$ cat src/rtl/om_ds_writeback.sv
// OM depth/stencil write-back: serializes per-lane merged depth/stencil results into memory writes.
// Optional perf counters (perf_writes, perf_stalls) are enabled by defining VX_OM_DS_WB_PERF_EN.
module om_ds_writeback #(
  parameter int NUM_LANES   = 4,
  parameter int TAG_WIDTH   = 1,
  parameter int ADDR_WIDTH  = 32,
  parameter int MAX_PENDING = 8
) (
  input  logic                            clk,
  input  logic                            reset,
  input  logic                            dcrs_depth_writemask,
  input  logic [15:0]                     dcrs_stencil_writemask,
  input  logic                            valid_in,
  output logic                            ready_in,
  input  logic [TAG_WIDTH-1:0]            tag_in,
  input  logic [NUM_LANES-1:0]            lane_mask,
  input  logic [NUM_LANES-1:0]            face,
  input  logic [NUM_LANES*ADDR_WIDTH-1:0] addr_in,
  input  logic [NUM_LANES*24-1:0]         depth_in,
  input  logic [NUM_LANES*8-1:0]          stencil_in,
  output logic                            mem_req_valid,
  output logic [ADDR_WIDTH-1:0]           mem_req_addr,
  output logic [31:0]                     mem_req_data,
  output logic [3:0]                      mem_req_byteen,
  input  logic                            mem_req_ready,
  input  logic                            mem_rsp_valid,
  output logic                            done_valid,
  output logic [TAG_WIDTH-1:0]            done_tag,
  input  logic                            done_ready,
  output logic                            idle
`ifdef VX_OM_DS_WB_PERF_EN
  ,
  output logic [31:0]                     perf_writes,
  output logic [31:0]                     perf_stalls
`endif
);

  localparam int LANE_W = (NUM_LANES > 1) ? $clog2(NUM_LANES) : 1;
  localparam int PEND_W = $clog2(MAX_PENDING) + 1;

  typedef enum logic [1:0] {S_IDLE, S_ISSUE, S_DONE} state_t;

  state_t                 state_q, state_d;
  logic [NUM_LANES-1:0]   wmask_q, wmask_d;
  logic [PEND_W-1:0]      pending_q, pending_d;
  logic [TAG_WIDTH-1:0]   tag_q;
  logic [ADDR_WIDTH-1:0]  addr_q   [NUM_LANES];
  logic [31:0]            data_q   [NUM_LANES];
  logic [3:0]             byteen_q [NUM_LANES];

  logic [3:0]             be_in [NUM_LANES];
  logic [NUM_LANES-1:0]   wmask_in;
  logic [LANE_W-1:0]      sel;
  logic                   req_fire;
  logic                   rsp_ok;

  // Byte 3 carries stencil, bytes 2..0 carry depth.
  always_comb begin
    for (int i = 0; i < NUM_LANES; i++) begin
      be_in[i]    = {(face[i] ? |dcrs_stencil_writemask[15:8] : |dcrs_stencil_writemask[7:0]),
                     {3{dcrs_depth_writemask}}};
      wmask_in[i] = lane_mask[i] && (be_in[i] != 4'b0000);
    end
  end

  always_comb begin
    sel = '0;
    for (int i = NUM_LANES - 1; i >= 0; i--) begin
      if (wmask_q[i]) sel = LANE_W'(i);
    end
  end

  assign mem_req_addr   = addr_q[sel];
  assign mem_req_data   = data_q[sel];
  assign mem_req_byteen = byteen_q[sel];
  assign done_tag       = tag_q;
  assign idle           = (state_q == S_IDLE) && (pending_q == '0);

  always_comb begin
    state_d       = state_q;
    wmask_d       = wmask_q;
    ready_in      = 1'b0;
    mem_req_valid = 1'b0;
    done_valid    = 1'b0;
    req_fire      = 1'b0;
    case (state_q)
      S_IDLE: begin
        ready_in = 1'b1;
        if (valid_in) begin
          wmask_d = wmask_in;
          state_d = (wmask_in == '0) ? S_DONE : S_ISSUE;
        end
      end
      S_ISSUE: begin
        mem_req_valid = (pending_q != PEND_W'(MAX_PENDING));
        req_fire      = mem_req_valid && mem_req_ready;
        if (req_fire) begin
          wmask_d = wmask_q & (wmask_q - NUM_LANES'(1));
          if (wmask_d == '0) state_d = S_DONE;
        end
      end
      S_DONE: begin
        done_valid = 1'b1;
        if (done_ready) state_d = S_IDLE;
      end
      default: state_d = S_IDLE;
    endcase
  end

  // A stray ack with nothing outstanding is dropped rather than underflowing.
  assign rsp_ok = mem_rsp_valid && (pending_q != '0);

  always_comb begin
    pending_d = pending_q;
    case ({req_fire, rsp_ok})
      2'b10:   pending_d = pending_q + PEND_W'(1);
      2'b01:   pending_d = pending_q - PEND_W'(1);
      default: pending_d = pending_q;
    endcase
  end

  always_ff @(posedge clk) begin
    if (!reset) begin
      state_q   <= S_IDLE;
      wmask_q   <= '0;
      pending_q <= '0;
      tag_q     <= '0;
      for (int i = 0; i < NUM_LANES; i++) begin
        addr_q[i]   <= '0;
        data_q[i]   <= '0;
        byteen_q[i] <= '0;
      end
    end else begin
      state_q   <= state_d;
      wmask_q   <= wmask_d;
      pending_q <= pending_d;
      if (ready_in && valid_in) begin
        tag_q <= tag_in;
        for (int i = 0; i < NUM_LANES; i++) begin
          addr_q[i]   <= addr_in[i*ADDR_WIDTH +: ADDR_WIDTH];
          data_q[i]   <= {stencil_in[i*8 +: 8], depth_in[i*24 +: 24]};
          byteen_q[i] <= be_in[i];
        end
      end
    end
  end

  always_ff @(posedge clk) begin
    if (reset && mem_rsp_valid) assert (pending_q != '0);
  end

`ifdef VX_OM_DS_WB_PERF_EN
  logic [31:0] perf_writes_q, perf_stalls_q;

  always_ff @(posedge clk) begin
    if (!reset) begin
      perf_writes_q <= '0;
      perf_stalls_q <= '0;
    end else begin
      if (req_fire) perf_writes_q <= perf_writes_q + 32'd1;
      if ((state_q == S_ISSUE) && !req_fire) perf_stalls_q <= perf_stalls_q + 32'd1;
    end
  end

  assign perf_writes = perf_writes_q;
  assign perf_stalls = perf_stalls_q;
`endif

endmodule

$ cat config.mk
export PLATFORM = sky130hd
export DESIGN_NAME = om_ds_writeback
export DESIGN_NICKNAME = d
export VERILOG_FILES = /design/src/rtl/om_ds_writeback.sv
export SDC_FILE = /design/constraint.sdc
export NUM_CORES = 1
export LEC_CHECK = 0
export CORE_UTILIZATION = 48
export DETAILED_ROUTE_END_ITERATION = 8
export GPL_ROUTABILITY_DRIVEN = 1
export PLACE_DENSITY_LB_ADDON = 0.05
export SLEW_MARGIN = 20
export SYNTH_ARGS = -nofsm -noshare
export SYNTH_HDL_FRONTEND = slang
export SYNTH_SLANG_ARGS = --single-unit
$ cat constraint.sdc
create_clock -name clk -period 9.6 [get_ports clk]
set_input_delay 0.96 -clock clk [delete_from_list [all_inputs] [get_ports clk]]
set_output_delay 0.96 -clock clk [all_outputs]
set_load 0.01 [all_outputs]
Word level (Yosys, flattened, before mapping)

Memory sizes are Yosys's and may differ from the RTL's.
Index checks and enable logic that the tools add are counted.

Bits of input ports: 288
RAM bits: 272
Bits in registers: 11
Logic and storage cells: 93
Memories: 3
Output and inout bits: 73

Equal/unequal tests: 9
Add/subtract/negate cells: 3
Reduce and logical (&&, ||, !) cells: 23
Bitwise gates (word level): 13
Mux-type cells: 38

Memories:

| memory   | depth | bits a word | rd ports | clocked after memory_dff | wr ports | line | source |
|---|---|---|---|---|---|---|---|
| addr_q   | 4     | 32          | 1        | 0                        | 4        | 47   | `logic [ADDR_WIDTH-1:0] addr_q [NUM_LANES];` |
| data_q   | 4     | 32          | 1        | 0                        | 4        | 48   | `logic [31:0] data_q [NUM_LANES];` |
| byteen_q | 4     | 4           | 1        | 0                        | 4        | 49   | `logic [3:0] byteen_q [NUM_LANES];` |

Operator list:

| kind                                                 | count |
|---|---|
| two-way mux 32 bit                                   | 8 |
| two-way mux 4 bit                                    | 6 |
| nonzero test 4 bit                                   | 5 |
| two-way mux 2 bit                                    | 9 |
| one-hot mux 4 bit (2 select lines)                   | 2 |
| OR reduction 8 bit                                   | 2 |
| zero test 4 bit                                      | 3 |
| two-way mux 1 bit                                    | 12 |
| bitwise OR 1 bit                                     | 12 |
| logical AND 1 bit                                    | 8 |
| inequality test 2 bit (second input constant)        | 4 |
| subtractor 4 x 1 -> 4 bit (second input constant)    | 2 |
| one-hot mux 2 bit (3 select lines)                   | 1 |
| adder 4 x 1 -> 4 bit (second input constant)         | 1 |
| bitwise AND 4 bit                                    | 1 |
| equality test 2 x 1 -> 1 bit (second input constant) | 2 |
| equality test 2 bit (second input constant)          | 2 |
| inequality test 4 bit (second input constant)        | 1 |
| AND reduction 4 bit                                  | 1 |
| nonzero test 2 bit                                   | 2 |
| AND reduction 3 bit                                  | 1 |
| zero test 2 bit                                      | 1 |

Depth between registers and ports, before layout

Gate-level depths: netlist of the first run.

Depth after elaboration: 8
Mapped depth: 11
Mapped depth without buffers: 10

Worst setup path after synthesis of the first run

No wires, ideal clock.

Path type: in2reg
Start point: input port reset
End point: memory addr_q[0][0] (enable)
Library setup time: 2.001 ns
Stages on the path: 2
Path slack: 2.153 ns
Path buffers: 1
Required time: 7.599 ns
Arrival time: 5.445 ns
Cell sequence: clkbuf_1 -> nand2_1

RTL lines:

| item            | line | source |
|---|---|---|
| start, declared | 10   | `input logic reset,` |
| end, declared   | 47   |  |

Worst setup path after layout of the first run

Start point: register wmask_q[3]
End point: output port mem_req_addr[3]

Longest elaborated chain between the ends: 5

Ends and longest elaborated chain:

| item                           | line | source |
|---|---|---|
| start, declared                | 44   | `logic [NUM_LANES-1:0] wmask_q, wmask_d;` |
| start signal, assigned         | 135  | `wmask_q <= wmask_d;` |
| two-way mux 2 bit (4 in a row) | 69   | `if (wmask_q[i]) sel = LANE_W'(i);` |
| memory (4 x 32 bit)            | -    |  |
| end, declared                  | 22   | `output logic [ADDR_WIDTH-1:0] mem_req_addr,` |

No other way between the ends.

==> impl_metrics.env, run 1 <==
export IMPL_grt_pass1_wl_mm=41.5
export IMPL_crit_chain="nor2b_2 > o21bai_4 > buf_4 > buf_4 > mux4_2 > clkdlybuf4s50_1"
export IMPL_dr_pass1_iters=4
export IMPL_fin_crit_sh=0.498
export IMPL_start_util=0.494
export IMPL_status="completed"
export IMPL_path_max_fanout=34
export IMPL_grt_pass1_vias=7370
export IMPL_reg2reg_to="addr_q[0][8]$_SDFFCE_PN0P_"
export IMPL_cp_start_kind="flop"
export IMPL_synthesis_area_um2=12100
export IMPL_cts_root_buf="clkbuf_16"
export IMPL_r2r_cells=4
export IMPL_clk_latency_ns=0.54
export IMPL_grt_overflow_total=0
export IMPL_portBuffers=360
export IMPL_drc=0
export IMPL_synth_nets=1032
export IMPL_fin_crit_ns=4.78
export IMPL_holdPathStages=2
export IMPL_slew_headroom=0.304
export IMPL_synth_top_area_frac=0.646
export IMPL_max_freq_mhz=209
export IMPL_setup_tns_ns=0
export IMPL_power_density_nw_per_um2=190
export IMPL_crit_family="buffers and inverters"
export IMPL_worst_setup_path_end_kind="output pin"
export IMPL_cts_resized=0
export IMPL_nets=1381
export IMPL_cp_startpoint="wmask_q[3]$_SDFFE_PN0P_"
export IMPL_die_w_um=161
export IMPL_cts_max_level=1
export IMPL_ys_async_sr_fraction=0
export IMPL_holdCritStartpoint="done_tag$_SDFFE_PN0P_"
export IMPL_fin_cells=1441
export IMPL_dpl_instance_area_um2=15900
export IMPL_clock_path_buffers=3
export IMPL_post_cts_buffers=0
export IMPL_regToRegSetupSlack_ns=6.80
export IMPL_vias=7261
export IMPL_postRouteAntennaNets=0
export IMPL_fin_skew_ns=0.0104
export IMPL_drv_cap=0
export IMPL_dpl_hpwl_mm=18.4
export IMPL_cts_tree="built"
export IMPL_cpMostUsedCell="buf_4"
export IMPL_pin_count=361
export IMPL_path_buf_inv=3
export IMPL_synth_area_leaders="edfxtp_1 65%, and2_1 13%, mux4_2 12%"
export IMPL_antenna_found_initial=4
export IMPL_syn_inst=741
export IMPL_fp_dieH_um=161
export IMPL_ys_ff_latch=272
export IMPL_post_drt_wl_per_cell_um=18.9
export IMPL_worstPathRequired_ns=8.64
export IMPL_yosysWarnings=0
export IMPL_wl_mm=27.2
export IMPL_max_slew_worst_pin_slew_ns=1.04
export IMPL_first_iter_violations=706
export IMPL_rows=57
export IMPL_numCtsBuffers=30
export IMPL_clk_pin_slew_worst_paths_ns=0.06
export IMPL_syn_avg_cell_area_um2=16.4
export IMPL_hp_class="reg -> reg"
export IMPL_place_gp_congestion=0.780
export IMPL_fin_area_um2=16900
export IMPL_synth_edf_count=261
export IMPL_viasPerCell=5.04
export IMPL_p_leak_nw=6.26
export IMPL_crit_type="reg -> out"
export IMPL_finalSetupViolations=0
export IMPL_ys_types=48
export IMPL_grt_use_total=0.212
export IMPL_dp_cells=1381
export IMPL_crit_arrival_ns=3.82
export IMPL_core_area_um2=24500
export IMPL_irDropWorstVdd_v=0.000124
export IMPL_grt_max_degree=138
export IMPL_rsz0062_at_grt="false"
export IMPL_whs_ns=0.483
export IMPL_postCtsHoldBufs=0
export IMPL_timing_rr_start="state_q[0]$_SDFFE_PN0P_"
export IMPL_hold_viol=0
export IMPL_worstHoldEndpoint="done_tag$_SDFFE_PN0P_"
export IMPL_synth_ff_type="edfxtp_1"
export IMPL_clock_sinks=272
export IMPL_seq_area_frac_synth=0.664
export IMPL_layout_drive_gt1_share=0.117
export IMPL_cp_slowest_cell="buf_4"
export IMPL_die_area_um2=25900
export IMPL_slew_viol_final=0
export IMPL_critPathMaxStageDelay_ns=0.64
export IMPL_area_growth_pct=39.6
export IMPL_synth_top_area_cell="edfxtp_1"
logic make-up after synthesis:
| kind of cell | share of synthesized area |
|---|---|
| AOI/OAI and AO/OA | 0.0193 |
| xor gates and xnor gates | 0.00289 |
| adders and majority gates | 0.00392 |
| buffers and inverters | 0.0263 |
| DFF | 0.664 |
| muxes | 0.122 |
| and+or+nand+nor | 0.161 |
cell type report:
class	instances	area, um^2
diodes	3	7.51
clock buffers	39	806
clock inverters	17	188
fillers	1771	7600
inverters	1	3.75
multi-input cells	418	3780
flip-flops and latches	272	8060
well taps	324	405
repair buffers	367	3680
report_power, final:
part	leakage, nW	switching (W)	internal [W]	total [W]
Clock	0.480	0.000447	0.000697	0.00114
Combinational	2.87	0.000235	0.000360	0.000595
Sequential	2.92	0.0000407	0.00144	0.00148
Total	6.26	0.000722	0.00250	0.00322
layout by cell type, fill, tap and decap left out, types with 5 or more instances in the layout:
cell type	synthesis	layout
a21oi_1	12	12
and2_1	259	259
clkbuf_1	26	8
clkbuf_16	0	31
clkdlybuf4s50_1	0	360
clkinv_1	0	5
clkinv_2	0	5
dfxtp_1	11	11
edfxtp_1	261	261
mux4_2	65	65
nand2b_1	6	6
nor2_1	9	9
o21ai_0	6	6
sequential cells by signal, summed over array words and instances, names as in the netlist:
signal,flops
done_tag,1
data_q,128
wmask_q,4
addr_q,128
state_q,2
pending_q,4
byteen_q,5
through the flow:
stage          worst slack [ns]  power [W]   util
2_1_floorplan              2.15    0.00183      -
3_3_place_gp               5.29    0.00210  0.648
3_5_place_dp               5.23    0.00210  0.648
4_1_cts                    4.68    0.00325  0.688
5_1_grt                    4.52    0.00335  0.690
6_report                   4.82    0.00322  0.690
worst reg2reg max path, stage by stage, from the launching register on:
cell	delay (ns)
dfxtp_1	0.40
nor2_4	0.21
nand2_1	0.18
nand2_4	0.80
buf_6	0.72
metal layers:
layer	part of all wire	vias to the layer above	GRT usage
li1	-	3455	-
met1	0.40	3471	0.267
met2	0.50	296	0.361
met3	0.083	39	0.0537
met4	0.024	0	0.0617
met5	0	-	0
synth_stat cells (3+ instances only):
cell	instances
a21boi_0	3
a21oi_1	12
and2_1	259
buf_12	5
buf_2	10
buf_4	4
clkbuf_1	26
clkbuf_2	3
dfxtp_1	11
edfxtp_1	261
ha_1	3
mux4_2	65
nand2_1	5
nand2b_1	6
nand3_1	3
nor2_1	9
nor2b_1	4
nor3_1	3
o21ai_0	6
o221ai_1	4
xor2_1	3
how the worst max path moves through the flow:
stage,end,cells past startpoint
global route,mem_req_addr[3],6
detailed placement,mem_req_addr[0],6
floorplan,addr_q[0][0]$_SDFFCE_PN0P_,2
CTS,mem_req_addr[0],6
finish,mem_req_addr[3],6
global placement,mem_req_addr[0],6
No activity file was read; power rests on OpenSTA's default activity.
==> inputs of run 2 (changes only) <==
- clock period: 9.6 -> 4.7 ns (I/O delays scaled with it)
==> run 2 against run 1 <==
Sequential power grew 100%. Core utilization shrank 0.13 points. Via count grew 0.77%. Power grew 99%. Wire length grew 1.4%. Design area shrank 0.19%. Combinational power grew 100%. Worst hold slack lost 0.012 ns. Largest power group unchanged. Highest routed layer is now met5.
==> impl_metrics.env, run 2 (synthesis results as in run 1) <==
export IMPL_status="completed"
export IMPL_clk_latency_ns=0.55
export IMPL_multiInputGateArea_um2=3790
export IMPL_die_w_um=161
export IMPL_cts_root_buf="clkbuf_16"
export IMPL_whs_ns=0.471
export IMPL_finalSetupViolations=0
export IMPL_cts_resized=0
export IMPL_crit_type="reg -> out"
export IMPL_layout_common_cells="360 x clkdlybuf4s50_1, 261 x edfxtp_1, 259 x and2_1, 65 x mux4_2, 30 x clkbuf_16"
export IMPL_critPathMaxStageDelay_ns=0.58
export IMPL_nFillCells=1782
export IMPL_grt_overflow_total=0
export IMPL_regToRegSetupSlack_ns=2.16
export IMPL_crit_arrival_ns=3.11
export IMPL_vias=7317
export IMPL_power_density_nw_per_um2=380
export IMPL_clock_sinks=272
export IMPL_fin_area_um2=16900
export IMPL_nets=1383
export IMPL_pin_count=361
export IMPL_worst_setup_path_end_kind="output pin"
export IMPL_r2r_cells=10
export IMPL_cts_tree="built"
export IMPL_crit_chain="nor2b_2 > o21bai_4 > buf_12 > mux4_2 > clkdlybuf4s50_1"
export IMPL_p_leak_nw=6.24
export IMPL_cp_start_kind="flop"
export IMPL_slew_headroom=0.500
export IMPL_slew_viol_final=0
export IMPL_area_growth_pct=39.3
export IMPL_setup_tns_ns=0
export IMPL_layout_drive_gt1_share=0.114
export IMPL_drc=0
export IMPL_die_area_um2=25900
export IMPL_hold_viol=0
export IMPL_max_freq_mhz=279
export IMPL_grt_pass1_vias=7585
export IMPL_crit_path_end="mem_req_data[27]"
export IMPL_post_cts_buffers=0
export IMPL_portBuffers=360
export IMPL_grt_pass1_wl_mm=41.8
export IMPL_irDropWorstVdd_v=0.000279
export IMPL_fin_crit_sh=0.761
export IMPL_wl_mm=27.5
export IMPL_max_slew_worst_pin_slew_ns=0.750
export IMPL_postCtsHoldBufs=0
export IMPL_dr_pass1_iters=4
export IMPL_clock_path_buffers=3
export IMPL_reg_top3="addr_q (128), data_q (128), byteen_q (5)"
export IMPL_reg2reg_to="pending_q[2]$_SDFFE_PN0P_"
export IMPL_core_area_um2=24500
export IMPL_grt_use_total=0.212
export IMPL_rsz0062_at_grt="false"
export IMPL_seq_area_um2=8060
export IMPL_fin_crit_ns=3.58
export IMPL_final_common_cell="clkdlybuf4s50_1"
export IMPL_cp_startpoint="wmask_q[3]$_SDFFE_PN0P_"
export IMPL_path_max_fanout=56
export IMPL_timing_rr_start="pending_q[0]$_SDFFE_PN0P_"
export IMPL_numCtsBuffers=30
export IMPL_viasPerCell=5.06
export IMPL_fin_skew_ns=0.0207
export IMPL_clk_pin_slew_worst_paths_ns=0.06
export IMPL_drv_cap=0
export IMPL_rows=57
export IMPL_cts_max_level=1
export IMPL_cp_slowest_cell="mux4_2"
export IMPL_worstPathRequired_ns=4.23
export IMPL_dpl_instance_area_um2=16000
export IMPL_post_drt_wl_per_cell_um=19.0
export IMPL_start_util=0.494
export IMPL_first_iter_violations=480
export IMPL_dpl_hpwl_mm=19.2
export IMPL_grt_max_degree=137
export IMPL_postRouteAntennaNets=0
export IMPL_antenna_found_initial=10
export IMPL_fp_dieH_um=161
export IMPL_hp_class="reg -> reg"
export IMPL_place_gp_congestion=0.774
[run 2: routing by layer]
metal  GRT usage  vias up  wire length [um]
met5           0        -                17
met4      0.0780        2               601
met3      0.0591       40              2320
met2       0.359      269             14000
met1       0.260     3542             10600
li1            -     3464                 -
[run 2: per-stage QoR]
step | cells | util | setup slack [ns] | power [W]
6_report | 1446 | 0.689 | 1.12 | 0.00642
2_1_floorplan | 741 | - | 0.384 | 0.00371
3_5_place_dp | 1384 | 0.651 | 1.60 | 0.00431
4_1_cts | 1437 | 0.688 | 1.02 | 0.00650
3_3_place_gp | 1384 | 0.651 | 1.64 | 0.00429
5_1_grt | 1445 | 0.689 | 0.877 | 0.00668
[run 2: worst max-delay path: cells and delay by family, from the launching register on]
| family | cells | cell delay [ns] |
|---|---|---|
| simple gates | 1 | 0.18 |
| compound gates | 1 | 0.44 |
| flops | 1 | 0.35 |
| buf+inv | 2 | 0.98 |
| mux | 1 | 0.58 |
[run 2: power by group]
| group | switching, W | total [W] | internal (W) |
|---|---|---|---|
| Clock | 0.000906 | 0.00218 | 0.00127 |
| Combinational | 0.000474 | 0.00121 | 0.000739 |
| Sequential | 0.0000869 | 0.00302 | 0.00294 |
| Total | 0.00147 | 0.00642 | 0.00495 |
[run 2: area by class of cell]
class / count / area share
multi-input combinational: 418 / 0.224
sequential: 272 / 0.477
tap: 324 / 0.0240
clock buffer: 37 / 0.0460
inverter: 1 / 0.000222
clock inverter: 16 / 0.00800
timing repair buffer: 369 / 0.219
antenna: 9 / 0.00133
[run 2: how the worst min path moves through the flow]
| stage | startpoint | to | slack (ns) | cells past startpoint |
|---|---|---|---|---|
| floorplan | done_tag$_SDFFE_PN0P_ | done_tag$_SDFFE_PN0P_ | 0.49 | 2 |
| global placement | done_tag$_SDFFE_PN0P_ | done_tag$_SDFFE_PN0P_ | 0.46 | 2 |
| detailed placement | done_tag$_SDFFE_PN0P_ | done_tag$_SDFFE_PN0P_ | 0.46 | 2 |
| CTS | done_tag$_SDFFE_PN0P_ | done_tag$_SDFFE_PN0P_ | 0.47 | 2 |
| global route | done_tag$_SDFFE_PN0P_ | done_tag$_SDFFE_PN0P_ | 0.49 | 2 |
| finish | done_tag$_SDFFE_PN0P_ | done_tag$_SDFFE_PN0P_ | 0.47 | 2 |
